===== src/rtl/io_port_bank_pkg.sv =====
// Shared constants for the I/O port bank: default bus addresses and status word layout.
// Imported by the RTL and by the benches so address maps stay in one place.
package io_port_bank_pkg;

  localparam int DEF_IN_BASE   = 'h41;
  localparam int DEF_OUT_BASE  = 'h40;
  localparam int DEF_STRM_ADDR = 'h7E;
  localparam int DEF_STAT_ADDR = 'h7F;

  localparam int ST_EMPTY = 8;
  localparam int ST_FULL  = 9;
  localparam int ST_OVF   = 10;

endpackage


===== src/rtl/io_stream_fifo.sv =====
// Synchronous stream FIFO with valid/ready head; pushes while full are dropped
// regardless of a same-cycle pop, and the head data reads 0 whenever it is empty.
module io_stream_fifo #(
  parameter int DATA_W = 16,
  parameter int DEPTH  = 4
) (
  input  logic              clk,
  input  logic              rst_n,
  input  logic              push,
  input  logic [DATA_W-1:0] push_data,
  output logic              full,
  output logic              empty,
  input  logic              ready,
  output logic [DATA_W-1:0] head_data,
  output logic              head_valid
);

  localparam int AW = $clog2(DEPTH);

  logic [DATA_W-1:0] mem_reg [DEPTH];
  logic [AW-1:0]     wr_ptr_reg;
  logic [AW-1:0]     rd_ptr_reg;
  logic [AW:0]       count_reg;
  logic              push_ok;
  logic              pop_ok;

  assign full       = (count_reg == (AW+1)'(DEPTH));
  assign empty      = (count_reg == '0);
  assign head_valid = !empty;
  assign head_data  = empty ? '0 : mem_reg[rd_ptr_reg];

  // Full/empty decisions use the count from before this edge.
  assign push_ok = push && !full;
  assign pop_ok  = ready && !empty;

  always_ff @(posedge clk) begin
    if (push_ok) mem_reg[wr_ptr_reg] <= push_data;
  end

  always_ff @(posedge clk or negedge rst_n) begin
    if (!rst_n) begin
      wr_ptr_reg <= '0;
      rd_ptr_reg <= '0;
      count_reg  <= '0;
    end else begin
      if (push_ok) wr_ptr_reg <= wr_ptr_reg + 1'b1;
      if (pop_ok)  rd_ptr_reg <= rd_ptr_reg + 1'b1;
      case ({push_ok, pop_ok})
        2'b10:   count_reg <= count_reg + 1'b1;
        2'b01:   count_reg <= count_reg - 1'b1;
        default: count_reg <= count_reg;
      endcase
    end
  end

endmodule


===== src/rtl/io_port_bank.sv =====
// Memory-mapped I/O bank: synchronised inputs with change flags, latched outputs,
// a buffered output stream and a level interrupt for input change or stream overflow.
module io_port_bank
  import io_port_bank_pkg::*;
#(
  parameter int DATA_W     = 16,
  parameter int ADDR_W     = 8,
  parameter int N_IN       = 2,
  parameter int N_OUT      = 2,
  parameter int IN_BASE    = DEF_IN_BASE,
  parameter int OUT_BASE   = DEF_OUT_BASE,
  parameter int STRM_ADDR  = DEF_STRM_ADDR,
  parameter int STAT_ADDR  = DEF_STAT_ADDR,
  parameter int FIFO_DEPTH = 4
) (
  input  logic                    clk,
  input  logic                    rst_n,
  input  logic [ADDR_W-1:0]       bus_addr,
  input  logic                    bus_we,
  input  logic [DATA_W-1:0]       bus_wdata,
  input  logic                    bus_re,
  output logic [DATA_W-1:0]       bus_rdata,
  input  logic [N_IN*DATA_W-1:0]  io_in,
  output logic [N_OUT*DATA_W-1:0] io_out,
  input  logic [N_IN-1:0]         irq_mask,
  output logic [DATA_W-1:0]       strm_data,
  output logic                    strm_valid,
  input  logic                    strm_ready,
  output logic                    irq
);

  logic [N_IN*DATA_W-1:0] in_sync;
  logic [N_IN-1:0]        changed;
  logic                   stat_rd;
  logic                   push_req;
  logic                   fifo_full;
  logic                   fifo_empty;
  logic                   overflow_reg;
  logic                   irq_reg;
  logic [DATA_W-1:0]      rdata_reg;
  logic [DATA_W-1:0]      rd_mux;
  logic [DATA_W-1:0]      status;

  assign stat_rd  = bus_re && (bus_addr == ADDR_W'(STAT_ADDR));
  assign push_req = bus_we && (bus_addr == ADDR_W'(STRM_ADDR));

  for (genvar gi = 0; gi < N_IN; gi++) begin : g_in
    logic [DATA_W-1:0] sync1_reg;
    logic [DATA_W-1:0] sync2_reg;
    logic [DATA_W-1:0] shadow_reg;
    logic              changed_reg;

    always_ff @(posedge clk or negedge rst_n) begin
      if (!rst_n) begin
        sync1_reg   <= '0;
        sync2_reg   <= '0;
        shadow_reg  <= '0;
        changed_reg <= 1'b0;
      end else begin
        sync1_reg  <= io_in[gi*DATA_W +: DATA_W];
        sync2_reg  <= sync1_reg;
        shadow_reg <= sync2_reg;
        // A new change wins over a clearing status read in the same cycle.
        if (sync2_reg != shadow_reg) changed_reg <= 1'b1;
        else if (stat_rd)            changed_reg <= 1'b0;
      end
    end

    assign in_sync[gi*DATA_W +: DATA_W] = sync2_reg;
    assign changed[gi]                  = changed_reg;
  end

  for (genvar gi = 0; gi < N_OUT; gi++) begin : g_out
    logic [DATA_W-1:0] out_reg;

    always_ff @(posedge clk or negedge rst_n) begin
      if (!rst_n)
        out_reg <= '0;
      else if (bus_we && (bus_addr == ADDR_W'(OUT_BASE + 2*gi)))
        out_reg <= bus_wdata;
    end

    assign io_out[gi*DATA_W +: DATA_W] = out_reg;
  end

  io_stream_fifo #(
    .DATA_W (DATA_W),
    .DEPTH  (FIFO_DEPTH)
  ) u_fifo (
    .clk        (clk),
    .rst_n      (rst_n),
    .push       (push_req),
    .push_data  (bus_wdata),
    .full       (fifo_full),
    .empty      (fifo_empty),
    .ready      (strm_ready),
    .head_data  (strm_data),
    .head_valid (strm_valid)
  );

  always_comb begin
    status                = '0;
    status[N_IN-1:0]      = changed;
    status[ST_EMPTY]      = fifo_empty;
    status[ST_FULL]       = fifo_full;
    status[ST_OVF]        = overflow_reg;
  end

  // Reads sample the pre-edge state, so a same-cycle write is not yet visible.
  always_comb begin
    rd_mux = '0;
    for (int k = 0; k < N_IN; k++)
      if (bus_addr == ADDR_W'(IN_BASE + 2*k)) rd_mux = in_sync[k*DATA_W +: DATA_W];
    for (int k = 0; k < N_OUT; k++)
      if (bus_addr == ADDR_W'(OUT_BASE + 2*k)) rd_mux = io_out[k*DATA_W +: DATA_W];
    if (bus_addr == ADDR_W'(STAT_ADDR)) rd_mux = status;
  end

  always_ff @(posedge clk or negedge rst_n) begin
    if (!rst_n) begin
      rdata_reg    <= '0;
      overflow_reg <= 1'b0;
      irq_reg      <= 1'b0;
    end else begin
      if (bus_re) rdata_reg <= rd_mux;
      if (push_req && fifo_full) overflow_reg <= 1'b1;
      else if (stat_rd)          overflow_reg <= 1'b0;
      irq_reg <= (|(changed & irq_mask)) | overflow_reg;
    end
  end

  assign bus_rdata = rdata_reg;
  assign irq       = irq_reg;

endmodule


===== config.mk =====
export PLATFORM = sky130hd
export DESIGN_NAME = io_port_bank
export DESIGN_NICKNAME = d
export VERILOG_FILES = /design/src/rtl/io_port_bank_pkg.sv /design/src/rtl/io_stream_fifo.sv /design/src/rtl/io_port_bank.sv
export SDC_FILE = /design/constraint.sdc
export NUM_CORES = 1
export LEC_CHECK = 0
export CORE_MARGIN = 3
export CORE_UTILIZATION = 57
export CTS_BUF_LIST = sky130_fd_sc_hd__clkbuf_8 sky130_fd_sc_hd__clkbuf_16
export DETAILED_ROUTE_END_ITERATION = 7
export HOLD_SLACK_MARGIN = 0.12
export PLACE_DENSITY_LB_ADDON = 0.12
export SYNTH_ARGS = -nofsm -noshare
export SYNTH_HDL_FRONTEND = slang
export SYNTH_SLANG_ARGS = --single-unit

===== constraint.sdc =====
create_clock -name clk -period 4.7 [get_ports clk]
set_input_delay 0.94 -clock clk [delete_from_list [all_inputs] [get_ports clk]]
set_output_delay 0.94 -clock clk [all_outputs]
set_load 0.02 [all_outputs]

==> metrics.txt, run 1 <==
# TYPE chip_impl_metric gauge
chip_impl_metric{name="synthesized_area_fraction_occupied_by_ao_oa_aoi_and_oai_cells",unit="%"} 2.31
chip_impl_metric{name="place.detailed.hpwl",unit="um"} 11200
chip_impl_metric{name="largest_register_ff_count",unit=""} 64
chip_impl_metric{name="finalClockSkew",unit="ns"} 0.0195
chip_impl_metric{name="switchingPower",unit="mW"} 1.18
chip_impl_metric{name="muxShareOfSynthArea",unit="%"} 13.8
chip_impl_metric{name="drc",unit=""} 0
chip_impl_metric{name="comb_power_share",unit="%"} 16.9
chip_impl_metric{name="cts-resized-gates",unit=""} 0
chip_impl_metric{name="synth_simple_gate_area_share",unit="%"} 4.19
chip_impl_metric{name="synth_seq_area_share",unit="%"} 72.8
chip_impl_metric{name="syn_nets",unit=""} 500
chip_impl_metric{name="tritoncts.num_buffers",unit=""} 22
chip_impl_metric{name="drt-pass1-iter-count",unit=""} 4
chip_impl_metric{name="netlist-cell-type-count",unit=""} 34
chip_impl_metric{name="max-vdd-ir-drop",unit="V"} 0.000289
chip_impl_metric{name="timing.final.setup_violations",unit=""} 0
chip_impl_metric{name="die_area",unit="sq um"} 15400
chip_impl_metric{name="combined_area_of_all_synthesized_cells",unit="sq um"} 7960
chip_impl_metric{name="violation_count_after_the_first_detailed_routing_iteration",unit=""} 339
chip_impl_metric{name="finalWorstPathRequiredPeriod",unit="ns"} 3.78
chip_impl_metric{name="synthCells",unit=""} 431
chip_impl_metric{name="route.vias.total",unit=""} 4241
chip_impl_metric{name="required",unit="ns"} 3.76
chip_impl_info{name="worst-setup-path-type",value="flop to output pin"} 1
chip_impl_metric{name="final.setup.tns",unit="ns"} 0
chip_impl_metric{name="chipWidth",unit="um"} 124
chip_impl_metric{name="drive_above_1_share",unit="%"} 19.0
chip_impl_metric{name="post_synth_fa_ha_maj_area_fraction",unit="%"} 1.04
chip_impl_metric{name="clk_pin_slew",unit="ns"} 0.06
chip_impl_metric{name="antenna_violating_nets_post_route",unit=""} 0
chip_impl_metric{name="boundaryPins",unit=""} 129
chip_impl_metric{name="hold_violations",unit=""} 0
chip_impl_metric{name="grt_pass1_vias",unit=""} 4565
chip_impl_metric{name="final_nets",unit=""} 643
chip_impl_metric{name="maximum_number_of_pins_on_one_net_before_global_route_repair",unit=""} 78
chip_impl_metric{name="synth-warning-count",unit=""} 0
chip_impl_metric{name="io_buffer_count",unit=""} 128
chip_impl_info{name="status",value="completed"} 1
chip_impl_metric{name="viasPerCell",unit=""} 5.54
chip_impl_metric{name="power.total",unit="mW"} 4.86
chip_impl_info{name="combinational_family_with_the_most_area_after_synthesis",value="multiplexers"} 1
chip_impl_metric{name="finalCritPeriodShare",unit="%"} 80.5
chip_impl_info{name="critical_path_source_type",value="flop"} 1
chip_impl_metric{name="cts.sinks",unit=""} 219
chip_impl_metric{name="leakage",unit="nW"} 4.20
chip_impl_metric{name="seq_power_share",unit="%"} 44.7
chip_impl_metric{name="relSlewSlack",unit="%"} 30.9
chip_impl_metric{name="fp-row-count",unit=""} 42
chip_impl_metric{name="clock_tree.htree_level_count",unit=""} 1
chip_impl_metric{name="average_instance_area_after_synthesis",unit="sq um"} 18.5
chip_impl_info{name="hp_class",value="flop to flop"} 1
chip_impl_metric{name="globalRouteOverflowTotal",unit=""} 0
chip_impl_metric{name="flow.area_growth_from_synthesis",unit="%"} 28.5
chip_impl_metric{name="fp.dieH",unit="um"} 124
chip_impl_metric{name="cts_setup_buffers",unit=""} 0
chip_impl_metric{name="power_per_cell_area",unit="nW/um^2"} 475
chip_impl_metric{name="grt_use_total",unit="%"} 22.0
chip_impl_metric{name="antenna_found_initial",unit=""} 0
chip_impl_metric{name="worstSkewPairLatency",unit="ns"} 0.50
chip_impl_metric{name="arrival",unit="ns"} 2.84
chip_impl_metric{name="async_flop_share",unit="%"} 70.8
chip_impl_metric{name="synth_edf_count",unit=""} 64
chip_impl_info{name="prevailing_post_synth_register_cell",value="dfrtp_1"} 1
chip_impl_metric{name="clockBufferDepth",unit=""} 3
chip_impl_metric{name="starting_density_of_the_core",unit="%"} 59.2
chip_impl_metric{name="critical_path.max_fanout",unit=""} 18
chip_impl_info{name="tritoncts",value="yes"} 1
chip_impl_metric{name="grt_first_pass_wirelength",unit="um"} 26600
chip_impl_metric{name="ys_ff_latch",unit=""} 219
chip_impl_metric{name="detail_route.wirelength",unit="um"} 16700
chip_impl_metric{name="post_synth_xor_area_fraction",unit="%"} 4.18
chip_impl_metric{name="cap_viol_max_count",unit=""} 0
chip_impl_metric{name="nFillCells",unit=""} 777
chip_impl_metric{name="max_clock_freq",unit="MHz"} 264
chip_impl_metric{name="routabilityCongestion",unit=""} 0.819
chip_impl_metric{name="r2r_slack",unit="ns"} 2.22
chip_impl_metric{name="clock_power_share",unit="%"} 38.4
chip_impl_metric{name="final_max_slew_viol_count",unit=""} 0
chip_impl_info{name="root_buffer",value="clkbuf_16"} 1
chip_impl_metric{name="cellInternalPower",unit="mW"} 3.67
chip_impl_info{name="unrepaired_setup_endpoints_after_global_routing",value="false"} 1
chip_impl_metric{name="hold_buffers",unit=""} 0
chip_impl_metric{name="antenna_cells_inserted",unit=""} 0
chip_impl_metric{name="p_sw_share",unit="%"} 24.4
chip_impl_metric{name="design.core.area",unit="sq um"} 13500
chip_impl_info{name="critPathCaptureType",value="output pin"} 1
chip_impl_metric{name="wl_per_cell",unit="um"} 21.8
chip_impl_metric{name="worstMarginPinSlew",unit="ns"} 1.04
==> power by group through the flow <==
stage	clock network, mW	registers (mW)	logic [mW]
after floorplan	0	2.13	0.515
after global placement	0	2.20	0.800
after detailed placement	0	2.20	0.814
after CTS	1.89	2.17	0.836
after global routing	1.97	2.19	0.882
final	1.86	2.17	0.821
==> cell usage after synthesis, types with 5 or more instances <==
cell type  count  share of area [%]
dfrtp_1      155                 49
ha_1           5               0.79
xor2_1        35                3.8
mux2_2        33                4.7
buf_2          6               0.38
nand2_1        7               0.33
clkbuf_1       7               0.33
inv_1         13               0.61
a22o_1        12                1.3
and2_1        21                1.6
mux4_2        32                9.0
edfxtp_1      64                 24
nor4_1         8               0.63
==> routing by layer <==
layer	part of all wire [%]	global-route usage (%)	vias to the layer above
li1	-	-	1858
met1	41	30.7	2214
met2	52	37.2	135
met3	4.6	3.52	34
met4	2.1	5.35	0
met5	0	0	-
==> cells in the final DEF, fill, tap and decap left out, drive strengths merged, types with 2 or more instances in the layout <==
| master | n |
|---|---|
| dfrtp | 155 |
| clkdlybuf4s50 | 127 |
| edfxtp | 64 |
| xor2 | 35 |
| mux2 | 33 |
| mux4 | 32 |
| clkbuf | 24 |
| and2 | 21 |
| inv | 17 |
| a22o | 12 |
| nor4 | 9 |
| nand2 | 8 |
| buf | 7 |
| ha | 5 |
| bufinv | 5 |
| clkinv | 5 |
| o221ai | 4 |
| nand3 | 3 |
| xnor2 | 3 |
| nor3 | 3 |
| nand2b | 2 |
| nand4 | 2 |
| a21o | 2 |
| clkinvlp | 2 |
==> worst max-delay path, stage by stage, from the launching register on <==
cell	delay [ns]
dfrtp_1	1.02
mux4_2	0.61
and2_1	0.18
clkdlybuf4s50_1	0.54
==> metrics by stage <==
stage / worst slack (ns) / cells / hold slack (ns) / util (%) / area [sq um]
5_1_grt: 0.719 / 766 / 0.353 / 76.0 / 10200
4_1_cts: 0.857 / 766 / 0.347 / 76.0 / 10200
3_5_place_dp: 1.02 / 726 / 0.335 / 70.1 / 9430
2_1_floorplan: 1.84 / 431 / 0.331 / - / 7960
6_report: 0.918 / 766 / 0.346 / 76.0 / 10200
3_3_place_gp: 1.08 / 726 / 0.332 / 70.1 / 9430
==> final timing paths <==
| kind | endpoint | start | depth (start not counted) |
|---|---|---|---|
| worst max-delay path | strm_data[7] | u_fifo.rd_ptr_reg[0] | 3 |
| worst min-delay path | g_in[0].sync2_reg[12] | g_in[0].sync1_reg[12] | 0 |
| worst max register to register | u_fifo.count_reg[2] | u_fifo.count_reg[2] | 8 |
| worst min register to register | g_in[0].sync2_reg[12] | g_in[0].sync1_reg[12] | 0 |
| max in group asynchronous | bus_rdata[2] | rst_n | 2 |
| min in group asynchronous | u_fifo.count_reg[0] | rst_n | 1 |
==> cell families after synthesis <==
family | Yosys count
flops | 219
mux | 66
simple gates | 53
xor+xnor | 38
buf+inv | 28
compound gates | 21
fa+ha+maj | 6
==> layout make-up <==
class | instances | area (sq um) | area share, %
well taps | 176 | 220 | 2.15
multi-input cells | 184 | 2040 | 19.9
clock buffers | 24 | 578 | 5.65
repair buffers | 134 | 1330 | 13.0
inverters | 13 | 48.8 | 0.477
flip-flops and latches | 219 | 5800 | 56.7
clock inverters | 16 | 219 | 2.14
No activity file was read; power rests on OpenSTA's default activity.
==> run 2, diff against run 1 <==
CORE_UTILIZATION = 53   (was 57)
clock period = 3.5 ns   (was 4.7 ns; I/O delays follow)
==> run 2 against run 1 <==
Die area grew 7.2%. Largest cell class unchanged. Combinational power up 43%. Sequential share of layout area decreased by 0.28 points. Clock power up 30%. Sequential power is 32% higher. Cell count increased by 1.8%. Cell area grew 0.49%. Critical path type unchanged. Flip-flop and latch count did not move.
==> metrics.txt, run 2 (synthesized netlist as in run 1, its figures left out) <==
# TYPE chip_impl_metric gauge
chip_impl_info{name="status",value="completed"} 1
chip_impl_metric{name="route.vias.total",unit=""} 4243
chip_impl_metric{name="drc",unit=""} 0
chip_impl_metric{name="critical_path.max_fanout",unit=""} 17
chip_impl_metric{name="layout.cells.non_filler",unit=""} 780
chip_impl_metric{name="final_nets",unit=""} 649
chip_impl_metric{name="starting_density_of_the_core",unit="%"} 54.4
chip_impl_metric{name="antenna_found_initial",unit=""} 0
chip_impl_metric{name="viasPerCell",unit=""} 5.44
chip_impl_metric{name="place.detailed.hpwl",unit="um"} 11300
chip_impl_metric{name="place.detailed.instances",unit=""} 740
chip_impl_metric{name="finalClockSkew",unit="ns"} 0.00806
chip_impl_metric{name="cap_viol_max_count",unit=""} 0
chip_impl_metric{name="clockBufferDepth",unit=""} 3
chip_impl_metric{name="tritoncts.num_buffers",unit=""} 22
chip_impl_metric{name="switchingPower",unit="mW"} 1.58
chip_impl_metric{name="grt_pass1_vias",unit=""} 4521
chip_impl_metric{name="leakage",unit="nW"} 4.24
chip_impl_metric{name="flow.area_growth_from_synthesis",unit="%"} 29.1
chip_impl_metric{name="final.setup.tns",unit="ns"} 0
chip_impl_metric{name="comb_power_share",unit="%"} 18.1
chip_impl_metric{name="cts-resized-gates",unit=""} 0
chip_impl_metric{name="final_max_slew_viol_count",unit=""} 0
chip_impl_metric{name="largest_register_ff_count",unit=""} 64
chip_impl_metric{name="chipWidth",unit="um"} 129
chip_impl_info{name="crit_path_cell_trace",value="mux4_2 -> and2_1 -> clkdlybuf4s50_1"} 1
chip_impl_metric{name="boundaryPins",unit=""} 129
chip_impl_metric{name="fp.dieH",unit="um"} 129
chip_impl_metric{name="cts.sinks",unit=""} 219
chip_impl_metric{name="grt_use_total",unit="%"} 19.9
chip_impl_metric{name="seq_power_share",unit="%"} 44.5
chip_impl_metric{name="routabilityCongestion",unit=""} 0.804
chip_impl_metric{name="wl_per_cell",unit="um"} 20.8
chip_impl_metric{name="globalRouteOverflowTotal",unit=""} 0
chip_impl_metric{name="antenna_cells_inserted",unit=""} 0
chip_impl_metric{name="worstMarginPinSlew",unit="ns"} 0.850
chip_impl_info{name="mostFrequentLayoutCells",value="dfrtp_1, clkdlybuf4s50_1, edfxtp_1"} 1
chip_impl_info{name="tritoncts",value="yes"} 1
chip_impl_metric{name="cts_setup_buffers",unit=""} 0
chip_impl_metric{name="detail_route.wirelength",unit="um"} 16200
chip_impl_metric{name="grt_first_pass_wirelength",unit="um"} 25100
chip_impl_info{name="root_buffer",value="clkbuf_16"} 1
chip_impl_metric{name="drt-pass1-iter-count",unit=""} 4
chip_impl_info{name="critPathCaptureType",value="output pin"} 1
chip_impl_metric{name="arrival",unit="ns"} 2.50
chip_impl_metric{name="hold_buffers",unit=""} 0
chip_impl_metric{name="design.core.area",unit="sq um"} 14600
chip_impl_info{name="critical_path_source_type",value="flop"} 1
chip_impl_metric{name="cellInternalPower",unit="mW"} 4.87
chip_impl_metric{name="worstPathBufferInverterCount",unit=""} 1
chip_impl_metric{name="antenna_violating_nets_post_route",unit=""} 0
chip_impl_metric{name="io_buffer_count",unit=""} 128
chip_impl_info{name="critPathTopFamily",value="flip-flops"} 1
chip_impl_info{name="worst-setup-path-type",value="flop to output pin"} 1
chip_impl_metric{name="clock_tree.htree_level_count",unit=""} 1
chip_impl_metric{name="finalCritPeriodShare",unit="%"} 91.5
chip_impl_metric{name="worstSkewPairLatency",unit="ns"} 0.49
chip_impl_metric{name="hold_violations",unit=""} 0
chip_impl_metric{name="finalWorstPathRequiredPeriod",unit="ns"} 3.20
chip_impl_metric{name="timing.final.setup_violations",unit=""} 0
chip_impl_metric{name="clock_power_share",unit="%"} 37.5
chip_impl_metric{name="max-vdd-ir-drop",unit="V"} 0.000445
chip_impl_metric{name="maximum_number_of_pins_on_one_net_before_global_route_repair",unit=""} 88
chip_impl_info{name="most_frequent_standard_cell_in_the_layout_excluding_fill_and_tap_cells",value="dfrtp_1"} 1
chip_impl_metric{name="clk_pin_slew",unit="ns"} 0.06
chip_impl_metric{name="power_per_cell_area",unit="nW/um^2"} 627
chip_impl_metric{name="critPathMaxStageDelay",unit="ns"} 0.90
chip_impl_metric{name="fp-row-count",unit=""} 44
chip_impl_info{name="cpMaxStageDelayCell",value="dfrtp_1"} 1
chip_impl_metric{name="required",unit="ns"} 2.80
chip_impl_metric{name="p_sw_share",unit="%"} 24.4
chip_impl_metric{name="violation_count_after_the_first_detailed_routing_iteration",unit=""} 269
chip_impl_info{name="hp_class",value="primary input to async pin"} 1
chip_impl_metric{name="max_clock_freq",unit="MHz"} 312
chip_impl_info{name="unrepaired_setup_endpoints_after_global_routing",value="false"} 1
chip_impl_metric{name="die_area",unit="sq um"} 16500
chip_impl_metric{name="drive_above_1_share",unit="%"} 19.8
chip_impl_metric{name="relSlewSlack",unit="%"} 43.3
-- run 2: worst register-to-register path, cell delays in order, from the launching register on --
cell,delay (ns)
dfrtp_1,0.39
or3_1,0.56
and2_1,0.28
ha_1,0.20
inv_1,0.08
fa_1,0.44
xor2_1,0.16
nor2_1,0.11
xor2_1,0.16
-- run 2: power by group through the flow --
stage | Combinational [mW] | Sequential (mW) | Clock, mW
4_1_cts | 1.19 | 2.86 | 2.45
5_1_grt | 1.26 | 2.88 | 2.56
3_3_place_gp | 1.15 | 2.91 | 0
3_5_place_dp | 1.18 | 2.91 | 0
6_report | 1.17 | 2.86 | 2.41
2_1_floorplan | 0.691 | 2.87 | 0
-- run 2: final timing paths --
path | cells past startpoint | startpoint | slack (ns) | to
max in group asynchronous | 2 | rst_n | 2.39 | g_in[1].sync1_reg[3]
max reg2reg | 8 | u_fifo.count_reg[2] | 1.04 | u_fifo.count_reg[2]
min reg2reg | 0 | g_in[1].sync1_reg[10] | 0.34 | g_in[1].sync2_reg[10]
min in group clk | 0 | g_in[1].sync1_reg[10] | 0.34 | g_in[1].sync2_reg[10]
min | 1 | rst_n | 0.25 | u_fifo.rd_ptr_reg[0]
max | 3 | u_fifo.rd_ptr_reg[1] | 0.30 | strm_data[6]
-- run 2: layout make-up --
class                           instances  area, sq um
Timing Repair Buffer                  140         1390
Sequential cell                       219         5800
Tap cell                              184          230
Multi-Input combinational cell        184         2040
Fill cell                             989         4360
Clock buffer                           29          669
Inverter                               13         48.8
Clock inverter                         11          110
-- run 2: metrics by stage --
stage	cell area [sq um]	utilization, %	setup WS, ns	hold slack, ns	power (mW)
global placement	9500	64.9	0.597	0.332	4.06
floorplan	7960	-	0.881	0.331	3.56
detailed placement	9500	64.9	0.455	0.335	4.09
finish	10300	70.2	0.298	0.248	6.44
global route	10300	70.2	0.232	0.311	6.69
CTS	10300	70.2	0.284	0.280	6.50
-- run 2: layer usage --
| layer | global-route usage, % | share of wire [%] | wire length [um] |
|---|---|---|---|
| met2 | 34.1 | 51 | 8330 |
| met1 | 27.2 | 42 | 6820 |
| met5 | 0 | 0 | 0 |
| met4 | 5.37 | 2.1 | 346 |
| met3 | 3.11 | 4.3 | 694 |
==> run 3, diff against run 2 <==
CELL_PAD_IN_SITES_DETAIL_PLACEMENT = 1   (was not set)
CELL_PAD_IN_SITES_GLOBAL_PLACEMENT = 2   (was not set)
CORE_UTILIZATION = 35   (was 53)
SLEW_MARGIN = 20   (was not set)
clock period = 2.65 ns   (was 3.5 ns; I/O delays follow)
==> run 3 against run 2 <==
Clock power rose by 35%. Via count rose by 2.9%. Sequential power rose by 31%. Count of clock-buffer cells in the layout fell by 1. Flip-flop and latch count did not move. Clock skew rose by 0.013 ns. Highest routed layer unchanged.
==> metrics.txt, run 3 (synthesized netlist as in run 1, its figures left out) <==
# TYPE chip_impl_metric gauge
chip_impl_info{name="status",value="completed"} 1
chip_impl_metric{name="leakage",unit="nW"} 4.36
chip_impl_metric{name="finalCritPeriodShare",unit="%"} 97.5
chip_impl_metric{name="antenna_found_initial",unit=""} 0
chip_impl_metric{name="drive_above_1_share",unit="%"} 23.5
chip_impl_info{name="most_frequent_standard_cell_in_the_layout_excluding_fill_and_tap_cells",value="dfrtp_1"} 1
chip_impl_metric{name="critical_path.max_fanout",unit=""} 5
chip_impl_metric{name="max_clock_freq",unit="MHz"} 387
chip_impl_metric{name="clock_tree.htree_level_count",unit=""} 1
chip_impl_metric{name="max-vdd-ir-drop",unit="V"} 0.000438
chip_impl_metric{name="maximum_number_of_pins_on_one_net_before_global_route_repair",unit=""} 51
chip_impl_metric{name="routabilityCongestion",unit=""} 0.788
chip_impl_metric{name="viasPerCell",unit=""} 4.89
chip_impl_metric{name="starting_density_of_the_core",unit="%"} 36.0
chip_impl_metric{name="antenna_violating_nets_post_route",unit=""} 0
chip_impl_info{name="critical_path_source_type",value="flop"} 1
chip_impl_metric{name="cts.sinks",unit=""} 219
chip_impl_metric{name="final.setup.tns",unit="ns"} 0
chip_impl_metric{name="hold_violations",unit=""} 0
chip_impl_metric{name="place.detailed.hpwl",unit="um"} 13500
chip_impl_info{name="tritoncts",value="yes"} 1
chip_impl_metric{name="io_buffer_count",unit=""} 128
chip_impl_metric{name="grt_first_pass_wirelength",unit="um"} 29300
chip_impl_metric{name="place_ws",unit="ns"} 0.0716
chip_impl_metric{name="globalRouteOverflowTotal",unit=""} 0
chip_impl_metric{name="antenna_cells_inserted",unit=""} 0
chip_impl_metric{name="worstSkewPairLatency",unit="ns"} 0.52
chip_impl_metric{name="finalWorstPathRequiredPeriod",unit="ns"} 2.58
chip_impl_metric{name="finalClockSkew",unit="ns"} 0.0210
chip_impl_metric{name="fp.dieH",unit="um"} 157
chip_impl_metric{name="clk_pin_slew",unit="ns"} 0.06
chip_impl_metric{name="cap_viol_max_count",unit=""} 0
chip_impl_metric{name="arrival",unit="ns"} 2.05
chip_impl_metric{name="route.vias.total",unit=""} 4366
chip_impl_metric{name="drc",unit=""} 0
chip_impl_metric{name="detail_route.wirelength",unit="um"} 19300
chip_impl_info{name="hp_class",value="flop to flop"} 1
chip_impl_metric{name="power.total",unit="mW"} 8.65
chip_impl_info{name="critPathCaptureType",value="output pin"} 1
chip_impl_info{name="root_buffer",value="clkbuf_16"} 1
chip_impl_metric{name="whs",unit="ns"} 0.340
chip_impl_metric{name="final_nets",unit=""} 664
chip_impl_metric{name="tritoncts.num_buffers",unit=""} 24
chip_impl_metric{name="wl_per_cell",unit="um"} 21.6
chip_impl_metric{name="flow.area_growth_from_synthesis",unit="%"} 32.9
chip_impl_metric{name="drt-pass1-iter-count",unit=""} 4
chip_impl_info{name="worst-setup-path-type",value="flop to output pin"} 1
chip_impl_info{name="mostFrequentLayoutCells",value="dfrtp_1, clkdlybuf4s50_1, edfxtp_1"} 1
chip_impl_metric{name="grt_use_total",unit="%"} 15.8
chip_impl_metric{name="boundaryPins",unit=""} 129
chip_impl_metric{name="violation_count_after_the_first_detailed_routing_iteration",unit=""} 160
chip_impl_metric{name="design.core.area",unit="sq um"} 22100
chip_impl_metric{name="timing.final.setup_violations",unit=""} 0
chip_impl_metric{name="power_per_cell_area",unit="nW/um^2"} 817
chip_impl_metric{name="largest_register_ff_count",unit=""} 64
chip_impl_metric{name="postLayoutSetupSlackWorst",unit="ns"} 0.0667
chip_impl_metric{name="chipWidth",unit="um"} 157
chip_impl_metric{name="relSlewSlack",unit="%"} 64.3
chip_impl_metric{name="clockBufferDepth",unit=""} 3
chip_impl_metric{name="final_max_slew_viol_count",unit=""} 0
chip_impl_metric{name="worstMarginPinSlew",unit="ns"} 0.535
chip_impl_metric{name="fp-row-count",unit=""} 54
chip_impl_metric{name="die_area",unit="sq um"} 24600
chip_impl_metric{name="required",unit="ns"} 2.12
chip_impl_metric{name="grt_pass1_vias",unit=""} 4896
[run 3: worst paths after layout]
kind	slack, ns	start	depth (start not counted)	end
worst max-delay path	0.07	u_fifo.rd_ptr_reg[0]	4	strm_data[2]
worst min-delay path	0.34	g_in[0].sync1_reg[11]	0	g_in[0].sync2_reg[11]
worst max register to register	0.53	u_fifo.count_reg[0]	8	u_fifo.count_reg[2]
worst min register to register	0.34	g_in[0].sync1_reg[11]	0	g_in[0].sync2_reg[11]
max in group asynchronous	1.27	rst_n	4	g_in[1].shadow_reg[1]
min in group asynchronous	0.54	rst_n	2	u_fifo.count_reg[2]
[run 3: cell type report]
cell class / instances / area (sq um)
Timing Repair Buffer: 153 / 1550
Tap cell: 280 / 350
Multi-Input combinational cell: 184 / 2040
Sequential cell: 219 / 5800
Clock inverter: 16 / 135
Fill cell: 2072 / 11500
Inverter: 13 / 48.8
Clock buffer: 28 / 656
[run 3: stage by stage]
| stage | instances | utilization (%) | instance area, sq um |
|---|---|---|---|
| floorplan | 431 | - | 7960 |
| global placement | 842 | 44.2 | 9770 |
| detailed placement | 842 | 44.2 | 9770 |
| CTS | 891 | 47.9 | 10600 |
| global route | 893 | 47.9 | 10600 |
| finish | 893 | 47.9 | 10600 |
[run 3: critical path: stages, from the launching register on]
cell	delay, ns
dfrtp_2	0.43
clkbuf_16	0.18
mux4_2	0.48
and2_1	0.16
dlygate4sd2_1	0.31
[run 3: metal layers]
metal / track usage [%] / vias to the layer above / routed length (um)
met2: 27.8 / 99 / 10100
met1: 20.9 / 2336 / 8090
met3: 2.41 / 27 / 725
met4: 3.50 / 0 / 341
met5: 0 / - / 0
li1: - / 1904 / -
[run 3: report_power, final]
part | switching, mW | internal (mW)
logic | 0.791 | 0.845
registers | 0.133 | 3.63
clock network | 1.29 | 1.96
total | 2.22 | 6.43
[run 3: repair_timing]
item,in CTS,in global routing
setup endpoints to repair,17,4
buffers inserted,4,1
gates resized for setup,42,7
hold endpoints to repair,48,0
pin swaps,0,0
gates cloned,0,1
hold buffers,1,0
